File: config.mk
export PLATFORM = sky130hd
export DESIGN_NAME = aad_pool_sequencer
export DESIGN_NICKNAME = d
export VERILOG_FILES = /design/src/rtl/aad_pool_sequencer.sv
export SDC_FILE = /design/constraint.sdc
export NUM_CORES = 1
export LEC_CHECK = 0
export CAP_MARGIN = 20
export CORE_MARGIN = 1.5
export CORE_UTILIZATION = 40
export DETAILED_ROUTE_END_ITERATION = 12
export GPL_ROUTABILITY_DRIVEN = 0
export HOLD_SLACK_MARGIN = 0.12
export PLACE_DENSITY = 0.64
export REMOVE_ABC_BUFFERS = 1
export SYNTH_ARGS = -nofsm -noshare
export SYNTH_HDL_FRONTEND = slang
export SYNTH_SLANG_ARGS = --single-unit
export TNS_END_PERCENT = 1
File: constraint.sdc
create_clock -name clk -period 13.1 [get_ports clk]
set_input_delay 1.965 -clock clk [delete_from_list [all_inputs] [get_ports clk]]
set_output_delay 1.965 -clock clk [all_outputs]
set_load 0.005 [all_outputs]
File: src/rtl/aad_pool_sequencer.sv
// aad_pool_sequencer: time-multiplexed controller for the AAD pooling datapath.
// Loads one 8x8 frame into a local buffer and then walks the 16 horizontal
// and 16 vertical stride-2 windows through one shared |a-b|+|c-d| and /12
// unit, one window per cycle, streaming results through a registered
// valid/ready port.
module aad_pool_sequencer #(
  parameter int PIX_W = 8,
  parameter int N_PIX = 64
) (
  input  logic             clk,
  input  logic             rst,
  input  logic             in_valid,
  output logic             in_ready,
  input  logic [PIX_W-1:0] in_pixel,
  output logic             out_valid,
  input  logic             out_ready,
  output logic             out_dir,
  output logic [3:0]       out_idx,
  output logic [PIX_W:0]   out_sum,
  output logic [PIX_W:0]   out_div,
  output logic             busy,
  output logic             frame_done
);

  typedef enum logic [1:0] {
    LOAD  = 2'd0,
    CALC  = 2'd1,
    DRAIN = 2'd2
  } state_t;

  localparam logic [5:0]   LAST_PIX = 6'(N_PIX - 1);
  localparam logic [4:0]   LAST_WIN = 5'd31;
  localparam logic [PIX_W:0] DIVISOR = (PIX_W + 1)'(12);

  state_t           state;
  logic [5:0]       pix_cnt;
  logic [4:0]       win_cnt;
  logic [PIX_W-1:0] pix_buf [N_PIX];

  // Window decode: counter bit 4 picks direction, low four bits the window
  logic             win_dir;
  logic [3:0]       win_idx;
  logic [5:0]       addr_a;
  logic [5:0]       addr_b;
  logic [5:0]       addr_c;
  logic [5:0]       addr_d;
  logic [PIX_W-1:0] diff0;
  logic [PIX_W-1:0] diff1;
  logic [PIX_W:0]   win_sum;
  logic [PIX_W:0]   win_div;
  logic             pix_accept;
  logic             out_load_ok;

  assign win_dir     = win_cnt[4];
  assign win_idx     = win_cnt[3:0];
  assign in_ready    = (state == LOAD);
  assign pix_accept  = in_valid && in_ready;
  assign out_load_ok = !out_valid || out_ready;

  // Frame buffer write port; contents need no reset since a new frame always
  // overwrites every location before it is read
  always_ff @(posedge clk) begin
    if (pix_accept) begin
      pix_buf[pix_cnt] <= in_pixel;
    end
  end

  // Address generation: the top-left pixel of every window has row and column
  // even, so the three neighbours are formed by OR-ing in +1 (next column),
  // +8 (next row) and +9 (diagonal). The pairing of those neighbours is what
  // distinguishes horizontal from vertical differences.
  always_comb begin
    addr_a = 6'd0;
    addr_b = 6'd0;
    addr_c = 6'd0;
    if (!win_dir) begin
      addr_a = {win_idx[3:2], 1'b0, win_idx[1:0], 1'b0};
      addr_b = addr_a | 6'd1;
      addr_c = addr_a | 6'd8;
    end else begin
      addr_a = {win_idx[1:0], 1'b0, win_idx[3:2], 1'b0};
      addr_b = addr_a | 6'd8;
      addr_c = addr_a | 6'd1;
    end
    addr_d = addr_a | 6'd9;
  end

  // Shared arithmetic: two unsigned magnitudes, their sum and the /12 quotient
  always_comb begin
    if (pix_buf[addr_a] > pix_buf[addr_b]) begin
      diff0 = pix_buf[addr_a] - pix_buf[addr_b];
    end else begin
      diff0 = pix_buf[addr_b] - pix_buf[addr_a];
    end
    if (pix_buf[addr_c] > pix_buf[addr_d]) begin
      diff1 = pix_buf[addr_c] - pix_buf[addr_d];
    end else begin
      diff1 = pix_buf[addr_d] - pix_buf[addr_c];
    end
    win_sum = {1'b0, diff0} + {1'b0, diff1};
    win_div = win_sum / DIVISOR;
  end

  // Sequencer FSM with registered outputs: loads pixels, issues one window
  // per free output slot, then waits for the last result to be taken
  always_ff @(posedge clk or posedge rst) begin
    if (rst) begin
      state      <= LOAD;
      pix_cnt    <= 6'd0;
      win_cnt    <= 5'd0;
      out_valid  <= 1'b0;
      out_dir    <= 1'b0;
      out_idx    <= 4'd0;
      out_sum    <= '0;
      out_div    <= '0;
      busy       <= 1'b0;
      frame_done <= 1'b0;
    end else begin
      frame_done <= 1'b0;
      case (state)
        LOAD: begin
          if (pix_accept) begin
            if (pix_cnt == LAST_PIX) begin
              pix_cnt <= 6'd0;
              win_cnt <= 5'd0;
              busy    <= 1'b1;
              state   <= CALC;
            end else begin
              pix_cnt <= pix_cnt + 6'd1;
            end
          end
        end
        CALC: begin
          if (out_load_ok) begin
            out_valid <= 1'b1;
            out_dir   <= win_dir;
            out_idx   <= win_idx;
            out_sum   <= win_sum;
            out_div   <= win_div;
            win_cnt   <= win_cnt + 5'd1;
            if (win_cnt == LAST_WIN) begin
              state <= DRAIN;
            end
          end
        end
        DRAIN: begin
          if (out_valid && out_ready) begin
            out_valid  <= 1'b0;
            frame_done <= 1'b1;
            busy       <= 1'b0;
            state      <= LOAD;
          end
        end
        default: begin
          state <= LOAD;
        end
      endcase
    end
  end

endmodule
==> reports/results.ini, run 1 <==
[die]
ios=39
die_x_um=255
dieArea_sq_um=65000
core_sq_um=62900
die_height_um=255
rows=92
start_util_pct=40.4

[place]
place_area_sq_um=26400
hpwl_um=39000
numPortBuffers=35
post-place-ws_ns=4.18

[worst_setup_path]
cpLargestDelayFamily=compound AO/OA/AOI/OAI gates
crit_slowest_cell=o22ai_1
crit_fanout=75
max_stage_delay_ns=0.84
timing.rr.start=win_cnt[4]
worst-path-buf-inv=4
cp.required_ns=13.58
endpoint_kind=register
worst_ep_arrival_time_ns=9.50
startpoint_type=register
crit_path_start=win_cnt[4]
timing_worst_setup_path_type=reg2reg

[yosys]
synth_top_area_share_pct=60.6
synthCells=1834
ys_ff_latch=548
ys.flop_type=edfxtp_1
yosys.area.top_type=edfxtp_1
ys_seq_area_share_pct=64.1
yosysUniqueCellTypes=84
yosysWarningCount=0
syn_area_sq_um=25400
syn_avg_cell_area_sq_um=13.8
synthArstFlopShare_pct=6.57
synth_edf_count=512
synth.area.top_cells=edfxtp_1 (61%), mux4_2 (8.6%), nand2_1 (3.6%), dfrtp_1 (3.5%), a21oi_1 (2.5%)

[status]
outcome=finished clean

[grt]
grt_pass1_vias=15609
grt_first_pass_wirelength_um=97000
grt_use_total_pct=19.8
grt_max_degree=76
antenna_found_initial=0
grt_overflow=0

[sta]
fin_skew_ns=0.0161
period_needed_ns=9.03
hold_viol=0
period_share_pct=68.9
worst_slew_pin_slew_ns=1.10
worst_slack_ns=4.07
tns_ns=0
maxSlewViolCount=0
holdWs_ns=0.490
setup_viol=0
max_freq_mhz=111
rsz0062_at_grt=no
slew_headroom_pct=26.9

[clocking]
cts.sinks=548
root_buffer=clkbuf_16
cts_setup_buffers=0
ctsResizeCount=0
htree_levels=2
cts-hold-fix-buffers=0
insertion_delay_ns=0.61
clock_path_buffers=3
path_clk_slew_ns=0.06
cts_tree=done
numCtsBuffers=54

[power_and_ir_drop]
cellPowerDensity_nw_per_um2=281
power_mw=7.93
leakage_nw=9.49
vdd_drop_max_v=0.000440

[drt]
viasPerCell=5.84
drc=0
wire_per_inst_um=23.4
firstDrtPassIters=5
antenna_left=0
drt_iter0_drc=1824
drt-total-wl_um=63700
vias=15904

[final_layout]
n_fill_cell=5526
multi_input_area_sq_um=8340
drive_gt1_share_pct=14.3
seq_area_sq_um=16300
nNetsFinal=1892
final_area_sq_um=28200
area_growth_pct=11.2

[worst_hold_path]
worstHoldPathType=reg2reg
min_from=out_idx[2]

[job]
maxCapViolCount=0

## worst min-delay path: cells and delay by family (launching register included)
kind | cells | cell delay, ns
AOI/OAI and AO/OA | 1 | 0.06
DFF | 1 | 0.35
and+or+nand+nor | 1 | 0.05
## report_power, final
part           total (mW)  switching, mW  internal, mW
clock                1.57          0.666         0.901
combinational        4.32           2.66          1.66
sequential           2.05         0.0446          2.00
## layout make-up
type                            instances  share of cell area, %
Antenna cell                            1                0.00887
Inverter                               49                  0.660
Multi-Input combinational cell       1113                   29.5
Clock buffer                           66                   5.09
Clock inverter                         32                   1.20
Tap cell                              846                   3.75
Sequential cell                       548                   57.7
Timing Repair Buffer                   68                   2.07
## cells in the final DEF, fill, tap and decap left out, types with 12 or more instances in the layout
cell	n
a211oi_1	75
a21o_1	15
a21oi_1	128
a31oi_1	44
and2_1	16
and3_1	12
buf_4	31
clkbuf_16	55
clkdlybuf4s50_1	27
dfrtp_1	32
edfxtp_1	512
ha_1	41
inv_1	44
mux2i_1	25
mux4_2	97
nand2_1	245
nand3_1	61
nor2_1	101
o21ai_0	60
xnor2_1	18
## synth_stat cells, types with 4 or more instances
cell type and instances:
buf_6 5, o21a_1 7, or3_1 5, o21ai_2 4, a311o_1 6, o21ai_0 61
a21oi_1 128, o211ai_1 5, clkbuf_1 37, o21bai_1 5, nand3_1 61, nor2_1 101
nor2b_1 11, and2_1 16, fa_1 5, and3_1 12, o21ai_1 5, nand3b_1 5
mux2_2 11, a32oi_1 7, nand2_1 245, a311oi_1 11, mux4_2 97, dfrtp_1 36
a211oi_1 75, buf_2 57, inv_1 44, xnor2_1 18, nand2b_1 7, edfxtp_1 512
buf_4 10, o22ai_1 7, ha_1 41, mux2i_1 26, a31oi_1 44, a21o_1 15
buf_1 15, nor3_1 11
## registers in the layout, indices dropped and copies added, names as in the netlist
signal and cells:
out_idx 4, pix_buf 512, out_sum 9, state 2, busy 1, out_dir 1, pix_cnt 6, win_cnt 5
out_valid 1, frame_done 1, out_div 6
## logic make-up (layout without fill, tap and decap cells)
| kind of cell | Yosys count | count (layout) | synth area share, % |
|---|---|---|---|
| AO/OA/AOI/OAI | 416 | 416 | 10.7 |
| XOR/XNOR | 22 | 22 | 0.833 |
| adder cells (fa/ha/maj) | 48 | 48 | 2.49 |
| buffers and inverters | 175 | 215 | 3.28 |
| flip-flops | 548 | 548 | 64.1 |
| multiplexers | 135 | 135 | 10.2 |
| other | 1 | 4 | 0.0148 |
| AND/OR/NAND/NOR | 489 | 489 | 8.42 |
## per-layer routing
metal	global-route usage (%)	part of all wire [%]	vias to the layer above
li1	-	-	7047
met3	3.68	8.1	113
met4	6.31	2.7	0
met1	28.2	43	8039
met2	30.9	46	705
met5	0	0	-
## worst paths after layout
| check | end | slack, ns | cells past startpoint |
|---|---|---|---|
| max | out_div[0] | 4.07 | 28 |
| min | out_idx[2] | 0.49 | 2 |
| max reg2reg | out_div[0] | 4.07 | 28 |
| min reg2reg | out_idx[2] | 0.49 | 2 |
| max in group asynchronous | win_cnt[4] | 10.98 | 3 |
| min in group asynchronous | win_cnt[0] | 1.77 | 3 |
## per-stage QoR
step	std cells	util [%]
3_5_place_dp	2622	42.0
4_1_cts	2720	44.8
3_3_place_gp	2622	42.0
2_1_floorplan	1710	-
6_report	2723	44.9
5_1_grt	2722	44.9
No activity file was read; power rests on OpenSTA's default activity.
==> inputs of run 2 (changes only) <==
clock period = 9.1 ns   (was 13.1 ns; I/O delays follow)
==> reports/results.ini, run 2 (synthesis results as in run 1) <==
[place]
post-place-ws_ns=1.09  ; -3.08 ns
place_area_sq_um=26500  ; +0.44%
numPortBuffers=35  ; unchanged
hpwl_um=39700  ; +1.9%

[drt]
drt_iter0_drc=1699  ; -6.9%
wire_per_inst_um=23.5  ; +0.32%
drc=0  ; unchanged
firstDrtPassIters=6  ; +1
antenna_left=0  ; unchanged
drt-total-wl_um=64200  ; +0.80%
vias=16037  ; +0.84%
viasPerCell=5.86  ; +0.36%

[final_layout]
area_growth_pct=12.1
final_area_sq_um=28500  ; +0.80%
drive_gt1_share_pct=14.6  ; +0.26 points
final_common_cell=edfxtp_1
regMostFlops=pix_buf
final_cell_mix=edfxtp_1 (512), nand2_1 (245), a21oi_1 (128)
reg.largest.list=pix_buf: 512 flops, out_sum: 9 flops
antennaDiodeCount=0  ; -1
n_fill_cell=5519  ; -0.13%
largest_register_ffs=512  ; unchanged
nNetsFinal=1901  ; +0.48%

[clocking]
cts_tree=done
clock_path_buffers=3  ; unchanged
cts.sinks=548  ; unchanged
root_buffer=clkbuf_16
cts-hold-fix-buffers=0  ; unchanged
insertion_delay_ns=0.64  ; +0.03 ns
ctsResizeCount=0  ; unchanged
path_clk_slew_ns=0.06  ; about the same
htree_levels=2  ; unchanged
cts_setup_buffers=0  ; unchanged
numCtsBuffers=57  ; +5.6%

[grt]
grt_max_degree=65  ; -14%
grt_overflow=0  ; unchanged
grt_pass1_vias=15953  ; +2.2%
grt_first_pass_wirelength_um=98500  ; +1.6%
antenna_found_initial=0  ; unchanged
grt_use_total_pct=20.2  ; +0.33 points

[power_and_ir_drop]
vdd_drop_max_v=0.000578  ; +31%
cellPowerDensity_nw_per_um2=404  ; +44%
leakage_nw=9.60  ; +1.2%
power_mw=11.5  ; +45%

[worst_setup_path]
max_stage_delay_ns=0.72  ; -0.12 ns
crit_slowest_cell=a21boi_4
timing_worst_setup_path_type=reg2reg
crit_fanout=47  ; -37%
cp.required_ns=9.54  ; -4.04 ns
worst_ep_arrival_time_ns=8.56  ; -0.94 ns
startpoint_type=register
endpoint_kind=register

[sta]
setup_viol=0  ; unchanged
maxSlewViolCount=0  ; unchanged
worst_slew_pin_slew_ns=1.02  ; -0.0749 ns
period_share_pct=89.2  ; +20 points
rsz0062_at_grt=no
worst_slack_ns=0.979  ; -3.09 ns
max_freq_mhz=123  ; +11%
hold_viol=0  ; unchanged
period_needed_ns=8.12  ; -0.907 ns
slew_headroom_pct=31.7  ; +4.7 points
fin_skew_ns=0.0498  ; +0.0337 ns

[job]
maxCapViolCount=0  ; unchanged

[die]
dieArea_sq_um=65000  ; unchanged
start_util_pct=40.4  ; unchanged
core_sq_um=62900  ; unchanged
ios=39  ; unchanged
rows=92  ; unchanged
die_x_um=255  ; unchanged
die_height_um=255  ; unchanged

[status]
outcome=finished clean

[worst_hold_path]
worstHoldPathType=reg2reg

## run 2: cell count changes in the layout (fill, tap and decap cells not counted), moves of 2 or more
cell,change
clkbuf_16,+3
buf_12,+4
clkbuf_1,+3
clkinv_1,+4
clkinvlp_4,-2
buf_4,+2
## run 2: routing by layer
metal	global-route usage [%]	part of all wire, %
met2	31.9	46
met1	28.3	42
met3	3.09	8.2
met5	0	0
met4	7.35	3.3
## run 2: worst paths after layout
check,endpoint,cells past startpoint,startpoint,slack (ns)
max,out_div[0],28,win_cnt[4],0.98
min,out_sum[3],2,out_sum[3],0.48
max reg2reg,out_div[0],28,win_cnt[4],0.98
min reg2reg,out_sum[3],2,out_sum[3],0.48
max in group asynchronous,win_cnt[4],3,rst,7.59
min in group asynchronous,out_idx[0],3,rst,1.16
## run 2: power breakdown
group | internal, mW | switching, mW | total [mW]
Combinational | 2.41 | 3.76 | 6.17
Clock | 1.39 | 0.989 | 2.38
Sequential | 2.88 | 0.0719 | 2.95
## run 2: layout make-up
type / instances / area, sq um / area share, %
clock inverters: 34 / 387 / 1.36
flip-flops and latches: 548 / 16300 / 57.2
repair buffers: 74 / 678 / 2.38
clock buffers: 72 / 1520 / 5.36
multi-input cells: 1113 / 8340 / 29.3
inverters: 49 / 186 / 0.655
well taps: 846 / 1060 / 3.72
## run 2: metrics by stage
stage	hold slack [ns]	utilization, %	TNS [ns]	instances
6_report	0.477	45.3	0	2736
5_1_grt	0.513	45.3	0	2736
4_1_cts	0.485	45.2	0	2735
3_5_place_dp	0.472	42.2	0	2629
3_3_place_gp	0.463	42.2	0	2629
2_1_floorplan	0.470	-	-55.19	1710
## run 2: worst max-delay path, delay by kind of cell, from the launching register on
kind	cells	cell delay, ns
AND/OR/NAND/NOR	6	1.17
flip-flops	1	0.70
multiplexers	5	1.33
AO/OA/AOI/OAI	13	3.16
adder cells (fa/ha/maj)	2	1.02
XOR/XNOR	1	0.10
buffers and inverters	1	0.41
